--- src/rtl/fp32_pkg.sv ---
// Shared single-precision constants and state encoding for the FP add, multiply
// and divide execution units.
package fp32_pkg;

  localparam int          EXP_W   = 8;
  localparam int          FRAC_W  = 23;
  localparam int          BIAS    = 127;
  localparam logic [31:0] QNAN    = 32'h7FC0_0000;
  localparam logic [31:0] POS_INF = 32'h7F80_0000;
  localparam logic [31:0] NEG_INF = 32'hFF80_0000;

  localparam logic [5:0] ST_IDLE   = 6'b000001;
  localparam logic [5:0] ST_UNPACK = 6'b000010;
  localparam logic [5:0] ST_ALIGN  = 6'b000100;
  localparam logic [5:0] ST_ADD    = 6'b001000;
  localparam logic [5:0] ST_NORM   = 6'b010000;
  localparam logic [5:0] ST_ROUND  = 6'b100000;

  typedef enum logic [5:0] {
    S_IDLE   = ST_IDLE,
    S_UNPACK = ST_UNPACK,
    S_ALIGN  = ST_ALIGN,
    S_ADD    = ST_ADD,
    S_NORM   = ST_NORM,
    S_ROUND  = ST_ROUND
  } state_t;

  // Arguments are the magnitude bits only; the sign never matters here.
  function automatic logic is_nan(input logic [EXP_W+FRAC_W-1:0] v);
    return (&v[EXP_W+FRAC_W-1:FRAC_W]) && (|v[FRAC_W-1:0]);
  endfunction

  function automatic logic is_inf(input logic [EXP_W+FRAC_W-1:0] v);
    return (&v[EXP_W+FRAC_W-1:FRAC_W]) && !(|v[FRAC_W-1:0]);
  endfunction

endpackage

--- src/rtl/fp32_add_sub_if.sv ---
// Request/response bundle between the ALU controller plus path and the FP adder.
interface fp32_add_sub_if;
  import fp32_pkg::*;

  logic                    start;
  logic                    op;
  logic [EXP_W+FRAC_W:0]   data1_in;
  logic [EXP_W+FRAC_W:0]   data2_in;
  logic [EXP_W+FRAC_W:0]   result_out;
  logic                    vld_out;
  logic                    busy;

  modport master (
    output start, op, data1_in, data2_in,
    input  result_out, vld_out, busy
  );

  modport slave (
    input  start, op, data1_in, data2_in,
    output result_out, vld_out, busy
  );
endinterface

--- src/rtl/fp_lzc.sv ---
// Combinational leading-zero counter; an all-zero input returns W.
module fp_lzc #(
  parameter int W     = 28,
  parameter int CNT_W = 5
) (
  input  logic [W-1:0]     din,
  output logic [CNT_W-1:0] cnt
);
  always_comb begin
    cnt = CNT_W'(W);
    // Ascending scan so the highest set bit is the last to write cnt.
    for (int i = 0; i < W; i++) begin
      if (din[i]) cnt = CNT_W'(W - 1 - i);
    end
  end
endmodule

--- src/rtl/fp32_add_sub.sv ---
// Single-precision add/subtract unit: fixed five-cycle FSM datapath,
// round-to-nearest-even, denormals flushed to zero on input and output.
module fp32_add_sub #(
  parameter int          EXP_W  = fp32_pkg::EXP_W,
  parameter int          FRAC_W = fp32_pkg::FRAC_W,
  parameter logic [31:0] QNAN   = fp32_pkg::QNAN
) (
  input logic           sys_clk,
  input logic           sys_rst,
  fp32_add_sub_if.slave bus
);
  import fp32_pkg::*;

  localparam int W      = 1 + EXP_W + FRAC_W;
  localparam int SIG_W  = FRAC_W + 1;
  localparam int ALN_W  = SIG_W + 3;
  localparam int SUM_W  = ALN_W + 1;
  localparam int IEXP_W = EXP_W + 2;
  localparam int LZC_W  = $clog2(SUM_W + 1);
  localparam logic signed [IEXP_W-1:0] EXP_MAX = IEXP_W'(2 * BIAS + 1);
  localparam logic [EXP_W-1:0]         ALN_LIM = EXP_W'(ALN_W);

  state_t state, state_nxt;

  logic [W-1:0]               a_p0, b_p0;
  logic                       sign_l_p1, sign_s_p1;
  logic signed [IEXP_W-1:0]   exp_l_p1;
  logic [EXP_W-1:0]           diff_p1;
  logic [SIG_W-1:0]           sig_l_p1, sig_s_p1;
  logic                       spec_p1;
  logic [W-1:0]               spec_val_p1;
  logic [ALN_W-1:0]           aln_l_p2, aln_s_p2;
  logic [SUM_W-1:0]           sum_p3;
  logic [ALN_W-1:0]           nrm_p4;
  logic signed [IEXP_W-1:0]   exp_n_p4;
  logic                       zero_p4;

  logic [EXP_W-1:0]           ea, eb;
  logic [SIG_W-1:0]           ma, mb;
  logic                       a_ge, a_nan, b_nan, a_inf, b_inf, spec;
  logic [W-1:0]               spec_val;
  logic [ALN_W-1:0]           aln_field, aln_mask, aln_shift;
  logic                       aln_sticky;
  logic [SUM_W-1:0]           sum_c;
  logic [LZC_W-1:0]           lzc_cnt;
  logic [SUM_W-1:0]           nrm_shl;
  logic [ALN_W-1:0]           nrm_c;
  logic signed [IEXP_W-1:0]   exp_n_c;
  logic [SIG_W:0]             rnd;
  logic signed [IEXP_W-1:0]   exp_r;
  logic [FRAC_W-1:0]          frac_r;
  logic [W-1:0]               res_rnd;

  function automatic logic [SIG_W:0] round_rne(input logic [ALN_W-1:0] m);
    logic inc;
    inc = m[2] & (m[1] | m[0] | m[3]);
    return {1'b0, m[ALN_W-1:3]} + {{SIG_W{1'b0}}, inc};
  endfunction

  function automatic logic [W-1:0] pack_sat(input logic s,
                                            input logic signed [IEXP_W-1:0] e,
                                            input logic [FRAC_W-1:0] f);
    if (e >= EXP_MAX)                     pack_sat = s ? NEG_INF : POS_INF;
    else if (e <= $signed(IEXP_W'(0)))    pack_sat = {s, {(W-1){1'b0}}};
    else                                  pack_sat = {s, e[EXP_W-1:0], f};
  endfunction

  assign bus.busy = (state != S_IDLE);

  always_comb begin
    state_nxt = state;
    case (state)
      S_IDLE:   if (bus.start) state_nxt = S_UNPACK;
      S_UNPACK: state_nxt = S_ALIGN;
      S_ALIGN:  state_nxt = S_ADD;
      S_ADD:    state_nxt = S_NORM;
      S_NORM:   state_nxt = S_ROUND;
      S_ROUND:  state_nxt = S_IDLE;
      default:  state_nxt = S_IDLE;
    endcase
  end

  always_ff @(posedge sys_clk) begin
    if (sys_rst) begin
      state          <= S_IDLE;
      bus.vld_out    <= 1'b0;
      bus.result_out <= '0;
    end else begin
      state       <= state_nxt;
      bus.vld_out <= (state == S_ROUND);
      if (state == S_ROUND) bus.result_out <= res_rnd;
    end
  end

  // Unpack: flush denormals, order operands by magnitude, resolve specials.
  always_comb begin
    ea    = a_p0[W-2:FRAC_W];
    eb    = b_p0[W-2:FRAC_W];
    ma    = (ea == '0) ? '0 : {1'b1, a_p0[FRAC_W-1:0]};
    mb    = (eb == '0) ? '0 : {1'b1, b_p0[FRAC_W-1:0]};
    a_ge  = {ea, ma} >= {eb, mb};
    a_nan = is_nan(a_p0[W-2:0]);
    b_nan = is_nan(b_p0[W-2:0]);
    a_inf = is_inf(a_p0[W-2:0]);
    b_inf = is_inf(b_p0[W-2:0]);
    spec  = a_nan | b_nan | a_inf | b_inf;
    if (a_nan || b_nan || (a_inf && b_inf && (a_p0[W-1] != b_p0[W-1])))
      spec_val = QNAN;
    else if (a_inf)
      spec_val = a_p0[W-1] ? NEG_INF : POS_INF;
    else
      spec_val = b_p0[W-1] ? NEG_INF : POS_INF;
  end

  // Align: smaller significand shifted right, shifted-out bits folded into sticky.
  always_comb begin
    aln_field  = {sig_s_p1, 3'b000};
    aln_mask   = '0;
    aln_shift  = '0;
    aln_sticky = 1'b0;
    if (diff_p1 >= ALN_LIM) begin
      aln_sticky = |sig_s_p1;
    end else begin
      aln_mask   = (ALN_W'(1) << diff_p1) - ALN_W'(1);
      aln_shift  = aln_field >> diff_p1;
      aln_sticky = |(aln_field & aln_mask);
    end
  end

  // Add: magnitude ordering guarantees the subtraction never goes negative.
  always_comb begin
    if (sign_l_p1 ^ sign_s_p1) sum_c = {1'b0, aln_l_p2} - {1'b0, aln_s_p2};
    else                       sum_c = {1'b0, aln_l_p2} + {1'b0, aln_s_p2};
  end

  fp_lzc #(.W(SUM_W), .CNT_W(LZC_W)) u_lzc (
    .din (sum_p3),
    .cnt (lzc_cnt)
  );

  // Normalise: hidden bit lands on bit ALN_W-1; lzc counts from the carry bit.
  always_comb begin
    nrm_shl = sum_p3 << (lzc_cnt - LZC_W'(1));
    if (sum_p3[SUM_W-1]) begin
      nrm_c   = {sum_p3[SUM_W-1:2], sum_p3[1] | sum_p3[0]};
      exp_n_c = exp_l_p1 + $signed(IEXP_W'(1));
    end else begin
      nrm_c   = nrm_shl[ALN_W-1:0];
      exp_n_c = exp_l_p1 + $signed(IEXP_W'(1)) - $signed(IEXP_W'(lzc_cnt));
    end
  end

  // Round and pack; exact zeros are negative only when both operands were.
  always_comb begin
    rnd    = round_rne(nrm_p4);
    exp_r  = rnd[SIG_W] ? exp_n_p4 + $signed(IEXP_W'(1)) : exp_n_p4;
    frac_r = rnd[SIG_W] ? rnd[SIG_W-1:1] : rnd[FRAC_W-1:0];
    if (spec_p1)      res_rnd = spec_val_p1;
    else if (zero_p4) res_rnd = {sign_l_p1 & sign_s_p1, {(W-1){1'b0}}};
    else              res_rnd = pack_sat(sign_l_p1, exp_r, frac_r);
  end

  always_ff @(posedge sys_clk) begin
    case (state)
      S_IDLE: begin
        if (bus.start) begin
          a_p0 <= bus.data1_in;
          b_p0 <= {bus.data2_in[W-1] ^ bus.op, bus.data2_in[W-2:0]};
        end
      end
      S_UNPACK: begin
        sign_l_p1   <= a_ge ? a_p0[W-1] : b_p0[W-1];
        sign_s_p1   <= a_ge ? b_p0[W-1] : a_p0[W-1];
        exp_l_p1    <= $signed({2'b00, (a_ge ? ea : eb)});
        diff_p1     <= a_ge ? (ea - eb) : (eb - ea);
        sig_l_p1    <= a_ge ? ma : mb;
        sig_s_p1    <= a_ge ? mb : ma;
        spec_p1     <= spec;
        spec_val_p1 <= spec_val;
      end
      S_ALIGN: begin
        aln_l_p2 <= {sig_l_p1, 3'b000};
        aln_s_p2 <= aln_shift | {{(ALN_W-1){1'b0}}, aln_sticky};
      end
      S_ADD: begin
        sum_p3 <= sum_c;
      end
      S_NORM: begin
        nrm_p4   <= nrm_c;
        exp_n_p4 <= exp_n_c;
        zero_p4  <= (sum_p3 == '0);
      end
      default: ;
    endcase
  end

endmodule

--- src/flat_wrapper.sv ---
// flat-port wrapper written by rule: the top's interface ports become plain ports
module fp32_add_sub_flat import fp32_pkg::*;
#(
  parameter int          EXP_W  = fp32_pkg::EXP_W,
  parameter int          FRAC_W = fp32_pkg::FRAC_W,
  parameter logic [31:0] QNAN   = fp32_pkg::QNAN
)
  (sys_clk, sys_rst, bus_start, bus_op, bus_data1_in, bus_data2_in, bus_result_out, bus_vld_out, bus_busy);
  fp32_add_sub_if bus_i ();
  input logic sys_clk;
  input logic sys_rst;
  input wire logic [$bits(bus_i.start)-1:0] bus_start;
  input wire logic [$bits(bus_i.op)-1:0] bus_op;
  input wire logic [$bits(bus_i.data1_in)-1:0] bus_data1_in;
  input wire logic [$bits(bus_i.data2_in)-1:0] bus_data2_in;
  output wire logic [$bits(bus_i.result_out)-1:0] bus_result_out;
  output wire logic [$bits(bus_i.vld_out)-1:0] bus_vld_out;
  output wire logic [$bits(bus_i.busy)-1:0] bus_busy;
  assign bus_i.start = bus_start;
  assign bus_i.op = bus_op;
  assign bus_i.data1_in = bus_data1_in;
  assign bus_i.data2_in = bus_data2_in;
  assign bus_result_out = bus_i.result_out;
  assign bus_vld_out = bus_i.vld_out;
  assign bus_busy = bus_i.busy;
  fp32_add_sub #(.EXP_W(EXP_W), .FRAC_W(FRAC_W), .QNAN(QNAN)) u_core (.sys_clk(sys_clk), .sys_rst(sys_rst), .bus(bus_i));
endmodule
--- config.mk ---
export PLATFORM = sky130hd
export DESIGN_NAME = fp32_add_sub_flat
export DESIGN_NICKNAME = d
export VERILOG_FILES = /design/src/rtl/fp32_pkg.sv /design/src/rtl/fp32_add_sub_if.sv /design/src/rtl/fp_lzc.sv /design/src/rtl/fp32_add_sub.sv /design/src/flat_wrapper.sv
export SDC_FILE = /design/constraint.sdc
export NUM_CORES = 1
export LEC_CHECK = 0
export CAP_MARGIN = 0
export CORE_ASPECT_RATIO = 1.25
export CORE_UTILIZATION = 45
export CTS_CLUSTER_SIZE = 14
export DETAILED_ROUTE_END_ITERATION = 7
export GPL_ROUTABILITY_DRIVEN = 1
export PLACE_DENSITY = 0.75
export SLEW_MARGIN = 25
export SYNTH_ARGS = -nofsm -noshare
export SYNTH_HDL_FRONTEND = slang
export SYNTH_SLANG_ARGS = --single-unit
--- constraint.sdc ---
create_clock -name sys_clk -period 10.2 [get_ports sys_clk]
set_input_delay 2.04 -clock sys_clk [delete_from_list [all_inputs] [get_ports sys_clk]]
set_output_delay 2.04 -clock sys_clk [all_outputs]
set_load 0.01 [all_outputs]
# Yosys cells after proc, flatten, opt, wreduce, memory -nomap -nowiden
# Index checks and enable logic that the tools add are counted.
[totals]
register_bits = 319
input_bits = 68
output_inout_bits = 34
wordCells = 131
[op_classes]
add_sub_neg = 10
n_lt_le_gt_ge = 4
eq_ne = 9
shift = 3
n_mux = 53
bitwise_logic = 12
n_reduce_logical = 20
[op_table]
columns = ["cell", "count"]
rows = [
  ["$mux 32", 7],
  ["$mux 5", 27],
  ["$mux 24", 4],
  ["$reduce_or 23->1", 2],
  ["$ge 32x32->1", 1],
  ["$mux 31", 1],
  ["$pmux 6 s5", 1],
  ["$add 27x27->28", 1],
  ["$logic_not 28->1", 1],
  ["$mux 28", 1],
  ["$shl 28x5->27", 1],
  ["$sub 27x27->28", 1],
  ["$and 27x27->27", 1],
  ["$mux 27", 1],
  ["$or 27x1->27", 1],
  ["$reduce_or 27->1", 1],
  ["$shl 1x8->27 const A", 1],
  ["$shr 27x8->27", 1],
  ["$sub 27x2->27 const B", 1],
  ["$mux 26", 1],
  ["$add 24x1->25", 1],
  ["$reduce_or 24->1", 1],
  ["$mux 23", 1],
  ["$mux 10", 2],
  ["other kinds (30)", 50],
]

# Depth between registers and ports, before layout
[depth]
word_depth = 31
ltp_mapped = 18
mapped_depth_nobuf = 15

# By module
# A second synthesis with hierarchy kept.
[unflattened]
hier_cells = 1948
area_unflattened_um2 = 18547.8
[modules_own_cells]
columns = ["module", "instances", "cells_per_inst", "area_each_um2", "seq_area_each_um2"]
rows = [
  ["fp32_add_sub", 1, 1888, 18211.2, 8287.9],
  ["fp_lzc", 1, 60, 336.6, 0.0],
]

# Least setup slack after synthesis
# Ideal clock, no wire load.
[synth_timing]
path_kind = "flip-flop to flip-flop"
from = "register u_core.a_p0[24]"
to = "register u_core.diff_p1[5], data pin"
setup_ns = 0.273
arrival_time_ns = 3.885
t_required_ns = 9.927
setup_slack_ns = 6.042
path_stages_with_launch = 16
n_path_buf = 1
period_less_slack_ns = 4.158
path_cell_list = "edfxtp_1 > nor4_1 > nand2_1 > clkbuf_1 > nand2_1 > inv_1 > ha_1 > and4_1 > nand3_1 > or3_1 > a2111oi_0 > nor3_1 > o31ai_4 > mux2_2 > a2111oi_0 > nor4b_1"
[synth_between]
elab_chain_cells = 4
word_cells_on_any_way = 6
classes_between = "add/sub (2); order compare (1); mux (2); reduce/logical (1)"
[synth_rtl]
columns = ["element", "line_no", "source"]
rows = [
  ["start, declared", "fp32_add_sub.sv:25", "logic [W-1:0] a_p0, b_p0;"],
  ["start signal, assigned", "fp32_add_sub.sv:167", "a_p0 <= bus.data1_in;"],
  ["$logic_not 8->1", "fp32_add_sub.sv:99", "ma = (ea == '0) ? '0 : {1'b1, a_p0[FRAC_W-1:0]};"],
  ["$mux 24", "fp32_add_sub.sv:99", ""],
  ["$ge 32x32->1", "fp32_add_sub.sv:101", "a_ge = {ea, ma} >= {eb, mb};"],
  ["$mux 8 (*)", "fp32_add_sub.sv:175", "diff_p1 <= a_ge ? (ea - eb) : (eb - ea);"],
  ["end signal, assigned", "fp32_add_sub.sv:175", ""],
  ["end, declared", "fp32_add_sub.sv:28", "logic [EXP_W-1:0] diff_p1;"],
]
# Every way passes the cells marked *; elsewhere a longest branch is shown, timed or not.
# A chain may end at the register's enable or synchronous reset.

# Worst setup path after layout
[layout_timing]
from = "register u_core.a_p0[24]"
to = "register u_core.diff_p1[6], data pin"
# Same word-level chain as after synthesis.

==> results.py <==
metrics = {
    "grt": {
        "grt_use_total_pct": 23.0,
        "grt_pass1_vias": 14277,
        "grt_max_degree": 109,
        "grt-ovfl-total": 0,
        "antenna_found_initial": 0,
        "grt_pass1_wl_microns": 74800,
    },
    "drt": {
        "viasPerCell": 5.83,
        "drtAntennaViolNets": 0,
        "first_pass_iters": 5,
        "drtIter0Drc": 984,
        "routed_wl_microns": 47500,
        "vias": 14616,
        "wire_per_inst_microns": 18.9,
        "drc_errors": 0,
    },
    "logic_synthesis": {
        "synthDistinctLibCells": 95,
        "yosysSeqAreaShare_pct": 45.2,
        "syn_area_sq_um": 18300,
        "yosys_warnings": 0,
        "ys_seq_elements": 289,
        "synth_nets": 2037,
        "async_reset_ff_share_pct": 0,
        "synth_ff_type": "edfxtp_1",
        "netlist_instances": 1867,
        "synth_edf_count": 250,
        "syn_area_per_cell_sq_um": 9.81,
    },
    "floorplan": {
        "core_sq_um": 40100,
        "initial_utilization_pct": 45.7,
        "dieArea_sq_um": 41500,
        "die_w_microns": 182,
        "io_pins": 102,
        "row_count": 82,
        "die_h_microns": 228,
    },
    "clocking": {
        "cts_resized": 0,
        "cts_buffers": 31,
        "tritoncts": "done",
        "clk_pin_slew_ns": 0.06,
        "clkLatencyLatePin_ns": 0.59,
        "htree_num_levels": 1,
        "postCtsSetupRepairBufs": 0,
        "cts_root_buffer": "clkbuf_16",
        "clock_sinks": 289,
        "cts-hold-fix-buffers": 0,
        "cts_buffer_depth": 3,
    },
    "sta": {
        "setup_violations": 0,
        "period_minus_slack_ns": 5.45,
        "worstMarginPinSlew_ns": 0.923,
        "skew_ns": 0.0178,
        "relSlewSlack_pct": 38.5,
        "post-route-period-util_pct": 53.5,
        "fmax_mhz": 183,
        "tns_ns": 0,
        "hold_viol_final": 0,
        "slew_violations": 0,
        "rsz0062_at_grt": "no",
    },
    "final_layout": {
        "final_cell_mix": "edfxtp_1 (250), nand2_1 (219), nor2_1 (143)",
        "num_antenna_cells": 0,
        "area_delta_synth_final_pct": 14.0,
        "layout-drive-gt1-share_pct": 7.49,
        "nets": 2108,
        "mostFrequentLayoutCell": "edfxtp_1",
        "stdcell_count": 2509,
        "final_area_sq_um": 20900,
        "utilization_pct": 52.1,
    },
    "placed_design": {
        "gp_congestion": 0.997,
        "numPortBuffers": 101,
        "place_area_sq_um": 19800,
        "dp.cells": 2451,
        "dp.final_hpwl_microns": 37100,
    },
    "setup_path": {
        "r2r_setup_slack_ns": 4.75,
        "crit_required_ns": 10.54,
        "worst-setup-path-type": "reg -> reg",
        "r2r-end": "u_core.diff_p1[6]$_DFFE_PP_",
        "r2r_start": "u_core.a_p0[24]$_DFFE_PP_",
        "reg2reg_depth": 16,
        "start_kind": "flip-flop",
        "path_max_fanout": 108,
        "crit_path_end_kind": "flip-flop",
        "arrival_ns": 5.79,
    },
    "power": {
        "ir_drop_uv": 138,
        "powerDensity_nw_per_um2": 134,
        "p_leak_nw": 7.63,
    },
    "min_path": {
        "hold_end": "u_core.aln_l_p2[22]$_DFFE_PP_",
        "holdPathStages": 0,
        "hp-start": "u_core.sig_l_p1[19]$_DFFE_PP_",
        "hold_class": "reg -> reg",
    },
    "run_status": {
        "status": "finished clean",
    },
    "run": {
        "cap_violations": 0,
    },
}
[power breakdown]
| group | internal, mW | switching, mW | leakage [nW] | total [mW] |
|---|---|---|---|---|
| Clock | 0.689 | 0.475 | 0.515 | 1.16 |
| Sequential | 1.33 | 0.0274 | 2.65 | 1.36 |
| Combinational | 0.110 | 0.159 | 4.47 | 0.269 |
[worst max-delay path by stage]
stage | start | endpoint | slack, ns | depth (start not counted)
2_1_floorplan | u_core.a_p0[24]$_DFFE_PP_ | u_core.diff_p1[5]$_DFFE_PP_ | 6.04 | 15
3_3_place_gp | u_core.a_p0[24]$_DFFE_PP_ | u_core.diff_p1[6]$_DFFE_PP_ | 4.89 | 16
3_5_place_dp | u_core.a_p0[24]$_DFFE_PP_ | u_core.diff_p1[6]$_DFFE_PP_ | 4.76 | 16
4_1_cts | u_core.a_p0[24]$_DFFE_PP_ | u_core.diff_p1[6]$_DFFE_PP_ | 4.75 | 16
5_1_grt | u_core.a_p0[24]$_DFFE_PP_ | u_core.diff_p1[6]$_DFFE_PP_ | 4.33 | 16
6_report | u_core.a_p0[24]$_DFFE_PP_ | u_core.diff_p1[6]$_DFFE_PP_ | 4.75 | 16
[worst max-delay path: stages (launching register included)]
cell and delay [ns]:
edfxtp_1 0.49, nor4_1 0.55, nand2_1 0.11, buf_4 0.24, nand2_1 0.12, inv_1 0.06, ha_1 0.31, and4_1 0.23
nand3_1 0.09, or3_1 0.45, a2111oi_0 0.33, nor3_1 0.16, o31ai_4 0.71, buf_4 0.81, mux2i_1 0.27, a22oi_1 0.10
xnor2_1 0.14
[area by class of cell]
cell class              count  area (sq um)
fillers                  3570         19200
repair buffers            125          1190
well taps                 546           683
flip-flops and latches    289          8290
multi-input cells        1375          9220
inverters                 116           439
clock buffers              35           791
clock inverters            23           278
[per-stage QoR]
step	total power [mW]	hold WS, ns	worst slack, ns
6_report	2.79	0.422	4.75
5_1_grt	2.89	0.427	4.33
4_1_cts	2.82	0.419	4.75
3_5_place_dp	1.65	0.405	4.76
3_3_place_gp	1.64	0.403	4.89
2_1_floorplan	1.56	0.400	6.04
[cell families (layout without fill, tap and decap cells)]
logic type / count (synthesis) / after routing / share of synthesized area [%]
XOR/XNOR: 75 / 75 / 3.73
AND/OR/NAND/NOR: 660 / 660 / 17.3
multiplexers: 87 / 87 / 6.70
adder cells (fa/ha/maj): 102 / 102 / 7.13
buffers and inverters: 203 / 299 / 4.46
flip-flops: 289 / 289 / 45.2
AO/OA/AOI/OAI: 451 / 451 / 15.4
[registers in the layout, indices dropped and copies added, names as in the netlist, 10 cells and up]
name	flops
u_core.aln_s_p2	27
u_core.sum_p3	28
u_core.bus.result_out	32
u_core.aln_l_p2	24
u_core.sig_l_p1	24
u_core.b_p0	32
u_core.sig_s_p1	24
u_core.a_p0	32
u_core.nrm_p4	27
u_core.exp_n_p4	10
[layer usage]
| metal | vias up | GRT usage, % | part of all wire, % | wire [microns] |
|---|---|---|---|---|
| li1 | 7049 | - | - | - |
| met1 | 6880 | 24.2 | 37 | 17700 |
| met2 | 533 | 44.1 | 53 | 25100 |
| met3 | 154 | 2.37 | 3.9 | 1850 |
| met4 | 0 | 13.9 | 6.2 | 2930 |
| met5 | - | 0 | 0 | 0 |
[cells in the mapped netlist (all sizes together) (25+ instances only)]
cell type	instances	area [sq um]
nor2	145	547
xnor2	48	447
a21oi	112	561
nor4	38	250
buf	32	171
mux4	25	582
nand3	66	335
ha	98	1230
nand2	221	840
xor2	27	236
inv	115	434
nor3	51	255
edfxtp	250	7510
mux2i	42	420
dfxtp	39	781
clkbuf	55	208
o21ai	160	812
Power figures use the tool's default switching activity.
==> RTL change (same settings) <==
Reset style: asynchronous (`sys_rst`), changed in one clocked block.
--- a/src/rtl/fp32_add_sub.sv
+++ b/src/rtl/fp32_add_sub.sv
@@ -81,5 +81,5 @@
   end
 
-  always_ff @(posedge sys_clk) begin
+  always_ff @(posedge sys_clk or posedge sys_rst) begin
     if (sys_rst) begin
       state          <= S_IDLE;
Formal check against the unedited RTL: differs if sys_rst is asserted again (counterexample within 4 cycles, from zero or initial values and one cycle with sys_rst high); with sys_rst held inactive, the same outputs for 4 cycles.
==> RTL change against the original RTL <==
  * Synthesized area rose by 5.2%
  * Die area rose by 5.2%
  * Clock skew grew 0.0049 ns
  * Cell area is 2.9% higher
  * Routed wire length increased by 3.5%
  * Via count is 5.8% higher
  * Worst setup slack gained 0.45 ns
  * Sequential cell count unchanged
  * Count of clock-buffer cells in the layout up 11
  * Critical endpoint is now u_core.diff_p1[5]
Power is not compared: it rests on default switching activity, and its combinational part moved more than twofold at a synthesized area within 25%.
==> RTL change: results (changes against the original RTL) <==
worst_setup_path:
  worstPathArrival_ns: 5.39  # -0.40 ns
  critPathSlowestCell: "nand2_1"
  cpPeakStageDelay_ns: 0.59  # -0.22 ns
finish:
  fillers: 3750  # +5.0%
  multi_input_cells: 1434  # +4.3%
  signal_buffers: 123  # -1.6%
  multi_input_area_share_pct: 45.8  # +1.6 points
  drive_above_1_share_pct: 6.96  # -0.53 points
  clkCellAreaFrac_pct: 4.37  # -0.74 points
  nNetsFinal: 2143  # +1.7%
  buf_share_pct: 5.47  # -0.23 points
  fin_cells: 2556  # +1.9%
  seq_area_mm2: 0.00848  # +2.4%
  num-clock-buffers: 46  # +31%
drt:
  avgRoutedWirePerCell_um: 19.2  # +1.6%
  first_iter_violations: 1098  # +12%
  met3_length_um: 2220  # +20%
  num_vias: 15500  # +5.8%
  wl_met2_um: 24900  # -0.61%
  drt-met1-wl_um: 18600  # +5.0%
  drtPass1Iterations: 6  # +1
clock_tree:
  insertion_delay_ns: 0.57  # -0.02 ns
  numCtsBuffers: 30  # -3.2%
placement:
  dp_hpwl_um: 37100  # about the same
  dp.cells: 2500  # +2.0%
  pre_cts_slack_ns: 5.34  # +0.572 ns
  place_congestion: 1.03  # +3.7%
global_routing:
  grt_use_met3_pct: 2.43  # +0.066 points
  gr-usage-met1_pct: 24.0  # -0.21 points
  globalRouteMet2Util_pct: 41.3  # -2.8 points
  grt_util_all_layers_pct: 22.4  # -0.66 points
  grt_max_degree: 77  # -29%
  grt_pass1_wl_um: 78400  # +4.8%
synth:
  yosys-top-cells-count: "250 x edfxtp_1, 182 x nand2_1, 160 x o21ai_0, 148 x nor2_1, 101 x a21oi_1"
  synth_cell_types: 108  # +14%
  synth_compound_area_share_pct: 17.9  # +2.4 points
  netlist_top_cells_area: "edfxtp_1 39%, ha_1 6.4%, dfrtp_1 4.9%, o21ai_0 4.2%, nand2_1 3.5%"
  synth_mux_area_share_pct: 6.26  # -0.44 points
  synth-xor-area-share_pct: 3.45  # -0.28 points
  syn_inst: 1934  # +3.6%
  synth_async_sr_flop_share_pct: 13.5  # +13 points
  yosysSeqAreaShare_pct: 44.0  # -1.2 points
outcome:
  status: "finished, final reports clean"
sta:
  final.setup_skew_ns: 0.0227  # +0.00489 ns
  worst_slew_pin_slew_ns: 0.887  # -0.0360 ns
==> RTL change: cell types whose count changed in the layout (fill, tap and decap cells not counted), sizes merged, moves of 20 or more <==
cell and change:
o31ai +26, and2 +20, dfrtp +38, nand2 -37, dfxtp -39, inv -23
==> RTL change: power by group through the flow <==
stage / logic [mW] / registers [mW] / clock network, mW
after floorplan: 0.815 / 1.61 / 0
after global placement: 1.06 / 1.64 / 0
after detailed placement: 1.08 / 1.64 / 0
after CTS: 1.08 / 1.62 / 1.08
after global routing: 1.21 / 1.63 / 1.12
final: 1.09 / 1.62 / 1.05
==> RTL change: kinds of logic after synthesis <==
logic type,after synthesis
adders and majority gates,102
buffers and inverters,211
and+or+nand+nor,640
muxes,85
AOI/OAI and AO/OA,532
xor gates and xnor gates,75
DFF,289
==> RTL change: path summary, 6_finish.rpt <==
| path | slack, ns | to | from | cells past startpoint |
|---|---|---|---|---|
| min in group asynchronous | 1.90 | u_core.bus.result_out[24] | sys_rst | 3 |
| max reg2reg | 5.20 | u_core.diff_p1[5] | u_core.a_p0[28] | 14 |
| min reg2reg | 0.42 | u_core.aln_l_p2[17] | u_core.sig_l_p1[14] | 0 |
| max | 5.20 | u_core.diff_p1[5] | u_core.a_p0[28] | 14 |
| max in group asynchronous | 7.95 | u_core.state[0] | sys_rst | 3 |
| min | 0.42 | u_core.aln_l_p2[17] | u_core.sig_l_p1[14] | 0 |
==> RTL change: stage by stage <==
stage	power, mW	cell area [um2]	util [%]
2_1_floorplan	2.42	19300	-
3_3_place_gp	2.70	20600	48.8
3_5_place_dp	2.72	20600	48.8
4_1_cts	3.78	21500	51.0
5_1_grt	3.97	21500	51.0
6_report	3.76	21500	51.0
